### src/rtl/ahb_mux_pkg.sv
// Shared encodings for the AHB response mux: HTRANS codes, default-subordinate
// FSM states and the stall-counter width helper.
package ahb_mux_pkg;

  localparam logic [1:0] HTRANS_IDLE   = 2'd0;
  localparam logic [1:0] HTRANS_BUSY   = 2'd1;
  localparam logic [1:0] HTRANS_NONSEQ = 2'd2;
  localparam logic [1:0] HTRANS_SEQ    = 2'd3;

  typedef enum logic [1:0] {
    ST_IDLE = 2'd0,
    ST_ERR1 = 2'd1,
    ST_ERR2 = 2'd2
  } dsub_state_t;

  // Bits needed to hold a stall count of 0..cycles inclusive.
  function automatic int unsigned cnt_width(input int unsigned cycles);
    return $clog2(cycles + 1);
  endfunction

endpackage

### src/rtl/ahb_default_subordinate.sv
// Default subordinate: two-cycle ERROR sequencer for unmapped transfers and,
// when AHB_MUX_TIMEOUT_EN is defined, for subordinates that stall too long.
module ahb_default_subordinate
  import ahb_mux_pkg::*;
#(
  parameter int unsigned TimeoutCycles = 256
) (
  input  logic clk,
  input  logic nReset,
  input  logic unmapped,
`ifdef AHB_MUX_TIMEOUT_EN
  input  logic stall,
`endif
  output logic err_active_c,
  output logic err_wait_c
);

  if (TimeoutCycles < 1) begin : g_bad_timeout
    $error("ahb_default_subordinate: TimeoutCycles must be at least 1");
  end

  dsub_state_t state;
  dsub_state_t state_nxt;
  logic        timeout_hit;

`ifdef AHB_MUX_TIMEOUT_EN
  localparam int unsigned CntW = cnt_width(TimeoutCycles);

  logic [CntW-1:0] stall_cnt;

  // Consecutive stall cycles of the selected subordinate; any ready cycle clears it.
  always_ff @(posedge clk or negedge nReset) begin
    if (!nReset) begin
      stall_cnt <= '0;
    end else if ((state == ST_IDLE) && stall) begin
      stall_cnt <= stall_cnt + CntW'(1);
    end else begin
      stall_cnt <= '0;
    end
  end

  assign timeout_hit = (state == ST_IDLE) && stall &&
                       (stall_cnt == CntW'(TimeoutCycles - 1));
`else
  assign timeout_hit = 1'b0;
`endif

  always_ff @(posedge clk or negedge nReset) begin
    if (!nReset) begin
      state <= ST_IDLE;
    end else begin
      state <= state_nxt;
    end
  end

  // ERR2 drives HREADY high, so a new unmapped address phase can re-enter ERR1.
  always_comb begin
    state_nxt = state;
    case (state)
      ST_IDLE: if (unmapped || timeout_hit) state_nxt = ST_ERR1;
      ST_ERR1: state_nxt = ST_ERR2;
      ST_ERR2: state_nxt = unmapped ? ST_ERR1 : ST_IDLE;
      default: state_nxt = ST_IDLE;
    endcase
  end

  // Decoded straight from the state register so hready never depends on unmapped.
  assign err_active_c = (state != ST_IDLE);
  assign err_wait_c   = (state == ST_ERR1);

endmodule

### src/rtl/ahb_response_mux.sv
// AHB data-phase response mux with built-in default subordinate.
// Define AHB_MUX_TIMEOUT_EN to turn long subordinate stalls into an ERROR response.
module ahb_response_mux
  import ahb_mux_pkg::*;
#(
  parameter int unsigned PrphNum       = 2,
  parameter int unsigned DataWidth     = 32,
  parameter int unsigned TimeoutCycles = 256
) (
  input  logic                         clk,
  input  logic                         nReset,
  input  logic [1:0]                   htrans,
  input  logic [PrphNum-1:0]           sel,
  input  logic [PrphNum*DataWidth-1:0] prph_rdata,
  input  logic [PrphNum-1:0]           prph_readyout,
  input  logic [PrphNum-1:0]           prph_resp,
  output logic [DataWidth-1:0]         hrdata,
  output logic                         hready,
  output logic                         hresp
);

  if ((PrphNum < 2) || (PrphNum > 16)) begin : g_bad_prph_num
    $error("ahb_response_mux: PrphNum must be within 2..16");
  end

  logic                 trans_active;
  logic                 sel_onehot;
  logic                 unmapped;
  logic [PrphNum-1:0]   dsel;
  logic                 dsel_busy;
  logic [DataWidth-1:0] slv_rdata;
  logic                 slv_ready;
  logic                 slv_resp;
  logic                 err_active_c;
  logic                 err_wait_c;

  always_comb begin
    trans_active = 1'b0;
    case (htrans)
      HTRANS_IDLE, HTRANS_BUSY:  trans_active = 1'b0;
      HTRANS_NONSEQ, HTRANS_SEQ: trans_active = 1'b1;
      default:                   trans_active = 1'b0;
    endcase
  end

  assign sel_onehot = $onehot(sel);
  assign unmapped   = hready && trans_active && !sel_onehot;

  // Data-phase select: only a clean one-hot active transfer reaches a subordinate.
  always_ff @(posedge clk or negedge nReset) begin
    if (!nReset) begin
      dsel <= '0;
    end else if (hready) begin
      dsel <= (trans_active && sel_onehot) ? sel : '0;
    end
  end

  assign dsel_busy = |dsel;

  always_comb begin
    slv_rdata = '0;
    slv_ready = 1'b0;
    slv_resp  = 1'b0;
    for (int i = 0; i < PrphNum; i++) begin
      if (dsel[i]) begin
        slv_rdata = slv_rdata | prph_rdata[i*DataWidth +: DataWidth];
        slv_ready = slv_ready | prph_readyout[i];
        slv_resp  = slv_resp  | prph_resp[i];
      end
    end
  end

  // ERROR sequencing overrides the subordinate (needed for the timeout case).
  always_comb begin
    hrdata = '0;
    hready = 1'b1;
    hresp  = 1'b0;
    if (err_active_c) begin
      hready = !err_wait_c;
      hresp  = 1'b1;
    end else if (dsel_busy) begin
      hrdata = slv_rdata;
      hready = slv_ready;
      hresp  = slv_resp;
    end
  end

  ahb_default_subordinate #(
    .TimeoutCycles(TimeoutCycles)
  ) u_dsub (
    .clk         (clk),
    .nReset      (nReset),
    .unmapped    (unmapped),
`ifdef AHB_MUX_TIMEOUT_EN
    .stall       (dsel_busy && !slv_ready),
`endif
    .err_active_c(err_active_c),
    .err_wait_c  (err_wait_c)
  );

endmodule

### config.mk
export PLATFORM = sky130hd
export DESIGN_NAME = ahb_response_mux
export DESIGN_NICKNAME = d
export VERILOG_FILES = /design/src/rtl/ahb_mux_pkg.sv /design/src/rtl/ahb_default_subordinate.sv /design/src/rtl/ahb_response_mux.sv
export SDC_FILE = /design/constraint.sdc
export NUM_CORES = 1
export LEC_CHECK = 0
export CAP_MARGIN = 20
export CORE_ASPECT_RATIO = 1.4
export CORE_UTILIZATION = 22
export DETAILED_ROUTE_END_ITERATION = 10
export PLACE_DENSITY = 0.91
export SETUP_SLACK_MARGIN = 0.05
export SLEW_MARGIN = 10
export SYNTH_ARGS = -nofsm -noshare
export SYNTH_HDL_FRONTEND = slang
export SYNTH_HIERARCHICAL = 1
export SYNTH_SLANG_ARGS = --single-unit
### constraint.sdc
create_clock -name clk -period 2.17 [get_ports clk]
set_clock_uncertainty 0.2 [all_clocks]
set_input_delay 0.5425 -clock clk [delete_from_list [all_inputs] [get_ports clk]]
set_output_delay 0.5425 -clock clk [all_outputs]
set_load 0.03 [all_outputs]
==> results of run 1 <==
## power breakdown
part / total, W / switching [W] / leakage, nW / internal [W]
Combinational: 0.000774 / 0.000409 / 0.943 / 0.000365
Sequential: 0.0000943 / 0.00000959 / 0.0532 / 0.0000847
Clock: 0.000154 / 0.0000360 / 0.0216 / 0.000118
## cell usage in the layout (no fill, tap or decap), types with 2 or more instances in the layout
cell type / netlist / routed
dlygate4sd2_1: 0 / 7
a22oi_1: 32 / 17
nor2b_1: 3 / 3
nor2_1: 33 / 30
clkdlybuf4s50_1: 0 / 41
o2bb2ai_1: 2 / 2
dlymetal6s2s_1: 0 / 24
clkbuf_8: 0 / 3
nor2_2: 0 / 3
nand2b_1: 2 / 2
buf_4: 0 / 45
buf_6: 2 / 4
dfrtp_1: 4 / 4
a22oi_2: 0 / 15
## cell families after synthesis
| logic type | Yosys count | share of synthesized area |
|---|---|---|
| AOI/OAI and AO/OA | 40 | 0.484 |
| and+or+nand+nor | 42 | 0.274 |
| DFF | 4 | 0.150 |
| buffers and inverters | 12 | 0.0919 |
## sequential cells by signal, indices dropped and copies added, names as in the netlist
register	cells
u_dsub/state	2
dsel	2
## worst max-delay path: stages, from the launching register on
cell     delay [ns]
dfrtp_1        0.37
or2_4          0.28
a21o_1         0.18
o31a_1         0.29
buf_6          0.14
## worst paths after layout
check | start | end | cells after the start
max reg2reg | u_dsub/state[1] | u_dsub/state[0] | 7
min | nReset | dsel[1] | 1
min in group clk | u_dsub/state[0] | u_dsub/state[0] | 2
max in group asynchronous | nReset | dsel[0] | 1
max | u_dsub/state[1] | hready | 4
min reg2reg | u_dsub/state[0] | u_dsub/state[0] | 2
## routing by layer
| layer | track usage | share of wire |
|---|---|---|
| met5 | 0 | 0 |
| met4 | 0.0551 | 0.016 |
| met1 | 0.182 | 0.35 |
| met3 | 0.0743 | 0.13 |
| met2 | 0.368 | 0.50 |
## through the flow
step / utilization / hold slack [ns]
3_3_place_gp: 0.600 / 0.296
3_5_place_dp: 0.600 / 0.308
2_1_floorplan: - / 0.0469
6_report: 0.672 / 0.329
4_1_cts: 0.622 / 0.322
5_1_grt: 0.672 / 0.341
## cell type report
| class | count | area (sq um) | area share |
|---|---|---|---|
| Timing Repair Buffer | 121 | 1150 | 0.597 |
| Tap cell | 37 | 46.3 | 0.0239 |
| Clock buffer | 3 | 41.3 | 0.0214 |
| Sequential cell | 4 | 100 | 0.0518 |
| Multi-Input combinational cell | 82 | 591 | 0.306 |
## timing repair
item / in CTS / in global routing
endpoints found under the setup margin: 12 / 30
pin swaps: 10 / 26
hold endpoints to repair: 0 / 0
cloned: 0 / 0
buffers inserted: 1 / 1
resized for setup: 19 / 41
==> flow_metrics.tcl, run 1 <==
set metrics [dict create \
    status "finished, violations left" \
    failed_checks "setup timing" \
    layout_min_cycle_time_ns 2.21 \
    ctsLongestPathBuffers 2 \
    synth_cell_type_count 20 \
    die-area_sq_um 3260 \
    setup_violations 2 \
    wl_per_cell_um 13.8 \
    synthToLayoutAreaGrowth_pct 190 \
    total_power_w 0.00102 \
    finalHoldViolCount 0 \
    yosysTopAreaCell "a22oi_1" \
    overflow 0 \
    setup_tns_ns -0.0652 \
    gp_congestion 0.736 \
    numCtsBuffers 3 \
    ctsRootBufferMaster "clkbuf_8" \
    viasPerCell 5.05 \
    synth-seq-cells 4 \
    die_y_um 67.1 \
    vias 1247 \
    antenna_found_initial 0 \
    path_clk_slew_ns 0.03 \
    synthCells 98 \
    crit_fanout 4 \
    crit_arrival_ns 1.46 \
    drive_gt1_frac 0.348 \
    final_cell_area_sq_um 1930 \
    syn-num-nets 172 \
    rsz0062_at_grt "true" \
    ys_warn_count 6 \
    syn_area_sq_um 667 \
    synth_top_cell_area_share 0.360 \
    ant_nets 0 \
    first_pass_iters 4 \
    nets 286 \
    grt_pass1_vias 1128 \
    post_dp_cell_area_sq_um 1730 \
    grtUsageTotal 0.188 \
    cp-end-kind "output port" \
    start_util 0.232 \
    rrSetupSlack_ns 0.19 \
    drv_cap 0 \
    synthTopCellsByArea "a22oi_1, nor2_1, dfrtp_1" \
    preCtsSetupSlack_ns -0.606 \
    relSlewSlack 0.816 \
    seq_area_frac_synth 0.150 \
    fin_crit_sh 1.02 \
    synthArstFlopShare 1.00 \
    min_path_type "in -> async" \
    p_per_area_nw_per_um2 529 \
    worst_pin_slew_ns 0.274 \
    io_buffers 106 \
    cp.required_ns 1.43 \
    route.detailed.drc 0 \
    io_pins 108 \
    synth_common_cells "nor2_1, a22oi_1, clkbuf_1" \
    clock_latency_ns 0.21 \
    dpl.cell_count 242 \
    num_rows 23 \
    ir_drop_uv 471 \
    crit_type "reg -> out" \
    grt_max_degree 25 \
    grt_pass1_wl_um 4810 \
    clock_sinks 4 \
    diodes 0 \
    wl_um 3400 \
    setup_ws_ns -0.0357 \
    instances_no_fill 247 \
    slew_violations 0 \
    synth_ff_type "dfrtp_1" \
    dieWidth_um 48.5 \
    drt-initial-drc-count 18 \
    post-dp-hpwl_um 2480 \
    setup.worst_path.start_class "flip-flop" \
    fmax_mhz 453 \
    synth-edff-count 0 \
    fillers 228 \
    p_leak_nw 1.02 \
    htree_levels 1 \
    hold_buffers 0 \
    fp.coreArea_sq_um 2880 \
    synthMostInstantiatedCell "nor2_1" \
    synth_area_per_cell_sq_um 6.81 \
    cts_tree "built" \
]
No activity file was read; power rests on OpenSTA's default activity.
==> run 2: changes to the inputs <==
- CAP_MARGIN: 20 -> 10
- clock period: 2.17 -> 2.4 ns (I/O delays scaled with it)
==> run 2 against run 1 <==
  * The run now ends clean
  * Sequential cell count stayed put
  * Global-route usage fell by 0.29 points
  * Non-clock buffer count down 2
==> flow_metrics.tcl, run 2 (same netlist as run 1, synthesis figures left out) <==
set metrics [dict create \
    drive_gt1_frac 0.255 \
    post_dp_cell_area_sq_um 1720 \
    cp_slowest_cell "clkdlybuf4s50_1" \
    grt_pass1_vias 1077 \
    preCtsSetupSlack_ns -0.477 \
    start_util 0.232 \
    numCtsBuffers 3 \
    r2r_start "u_dsub/state[0]" \
    layout_min_cycle_time_ns 2.30 \
    viasPerCell 4.88 \
    final_util 0.617 \
    io_buffers 106 \
    min_from "u_dsub/state[1]" \
    cpLargestDelayFamily "buffers and inverters" \
    worst_pin_slew_ns 0.249 \
    finalHoldViolCount 0 \
    layout_common_cells "clkdlybuf4s50_1, buf_4, nor2_1" \
    dieWidth_um 48.5 \
    crit_buf_inv 2 \
    gp_congestion 0.731 \
    first_pass_iters 4 \
    nets 284 \
    cp.required_ns 1.60 \
    htree_levels 1 \
    ctsLongestPathBuffers 2 \
    ant_nets 0 \
    clock_latency_ns 0.22 \
    cp_cell_sequence "clkdlybuf4s50_1 > a221o_1 > buf_4" \
    post-dp-hpwl_um 2490 \
    setup_tns_ns 0 \
    slew_violations 0 \
    final_common_cell "clkdlybuf4s50_1" \
    synthToLayoutAreaGrowth_pct 166 \
    fp.coreArea_sq_um 2880 \
    die-area_sq_um 3260 \
    final_cell_area_sq_um 1770 \
    ctsRootBufferMaster "clkbuf_8" \
    whs_ns 0.327 \
    path_clk_slew_ns 0.03 \
    fin_crit_sh 0.959 \
    setup_violations 0 \
    p_per_area_nw_per_um2 498 \
    cts_tree "built" \
    status "completed" \
    io_pins 108 \
    crit_arrival_ns 1.50 \
    p_leak_nw 0.788 \
    vias 1196 \
    grt_pass1_wl_um 4660 \
    clock_sinks 4 \
    relSlewSlack 0.834 \
    diodes 0 \
    grtUsageTotal 0.185 \
    num_rows 23 \
    route.detailed.drc 0 \
    setup.worst_path.start_class "input pin" \
    rrSetupSlack_ns 0.36 \
    drv_cap 0 \
    drt-initial-drc-count 12 \
    crit_type "in -> out" \
    fmax_mhz 435 \
    cp-end-kind "output port" \
    hold_end "u_dsub/state[1]" \
    regToRegEndpoint "u_dsub/state[0]" \
    grt_max_degree 25 \
    crit_fanout 1 \
    reg.largest.list "dsel (2), u_dsub/state (2)" \
    die_y_um 67.1 \
    wl_um 3070 \
    ff2ff_path_depth 7 \
    min_path_type "reg -> reg" \
    rsz0062_at_grt "false" \
    wl_per_cell_um 12.5 \
    worst_hold_path.num_cells 2 \
    overflow 0 \
    setup_ws_ns 0.0995 \
    hold_buffers 0 \
    antenna_found_initial 0 \
    cpPeakStageDelay_ns 0.39 \
    ir_drop_uv 470 \
]
==> run 2: cell count changes in the layout (fill, tap and decap cells not counted), sizes merged <==
cell and change:
dlymetal6s2s -24, clkdlybuf4s50 +29, buf -2, dlygate4sd2 -5
==> run 2: power by group <==
group	internal, W	switching [W]	leakage (nW)
logic	0.000313	0.000346	0.713
registers	0.0000766	0.00000777	0.0532
clock network	0.000107	0.0000329	0.0216
total	0.000497	0.000387	0.788
==> run 2: worst register-to-register path, delay by kind of cell (launching register included) <==
kind	cells	cell delay [ns]
AOI/OAI and AO/OA	2	0.46
DFF	1	0.37
and+or+nand+nor	3	0.63
buffers and inverters	2	0.26
==> run 2: what timing repair did <==
| action | 4_1_cts | 5_1_grt |
|---|---|---|
| endpoints found under the hold margin | 0 | 0 |
| gates cloned | 0 | 0 |
| endpoints found under the setup margin | 1 | 2 |
| resized for setup | 9 | 2 |
| pin swaps | 1 | 0 |
| setup buffers | 1 | 0 |
==> run 2: cell type report <==
type | instances | area, sq um
sequential | 4 | 100
multi-input combinational | 82 | 508
tap | 37 | 46.3
timing repair buffer | 119 | 1080
clock buffer | 3 | 41.3
fill | 261 | 1100
==> run 2: how the worst max path moves through the flow <==
stage	endpoint	slack [ns]	cells past startpoint	from
final	hresp	0.1	3	prph_resp[0]
after global routing	hresp	0.08	3	prph_resp[0]
after CTS	hresp	0.06	4	u_dsub/state[0]
after detailed placement	hready	-0.48	4	prph_readyout[0]
after global placement	hready	-0.46	4	prph_readyout[0]
after floorplan	hrdata[10]	0.25	4	u_dsub/state[0]
==> run 2: layer usage <==
metal,global-route usage,part of all wire,routed length [um]
met1,0.167,0.36,1110
met2,0.366,0.49,1510
met3,0.0608,0.13,395
met4,0.0993,0.019,57
met5,0,0,0
==> run 2: per-stage QoR <==
step	total power [W]	cells
2_1_floorplan	0.000437	98
3_3_place_gp	0.000725	241
3_5_place_dp	0.000732	241
4_1_cts	0.000883	245
5_1_grt	0.000942	245
6_report	0.000884	245
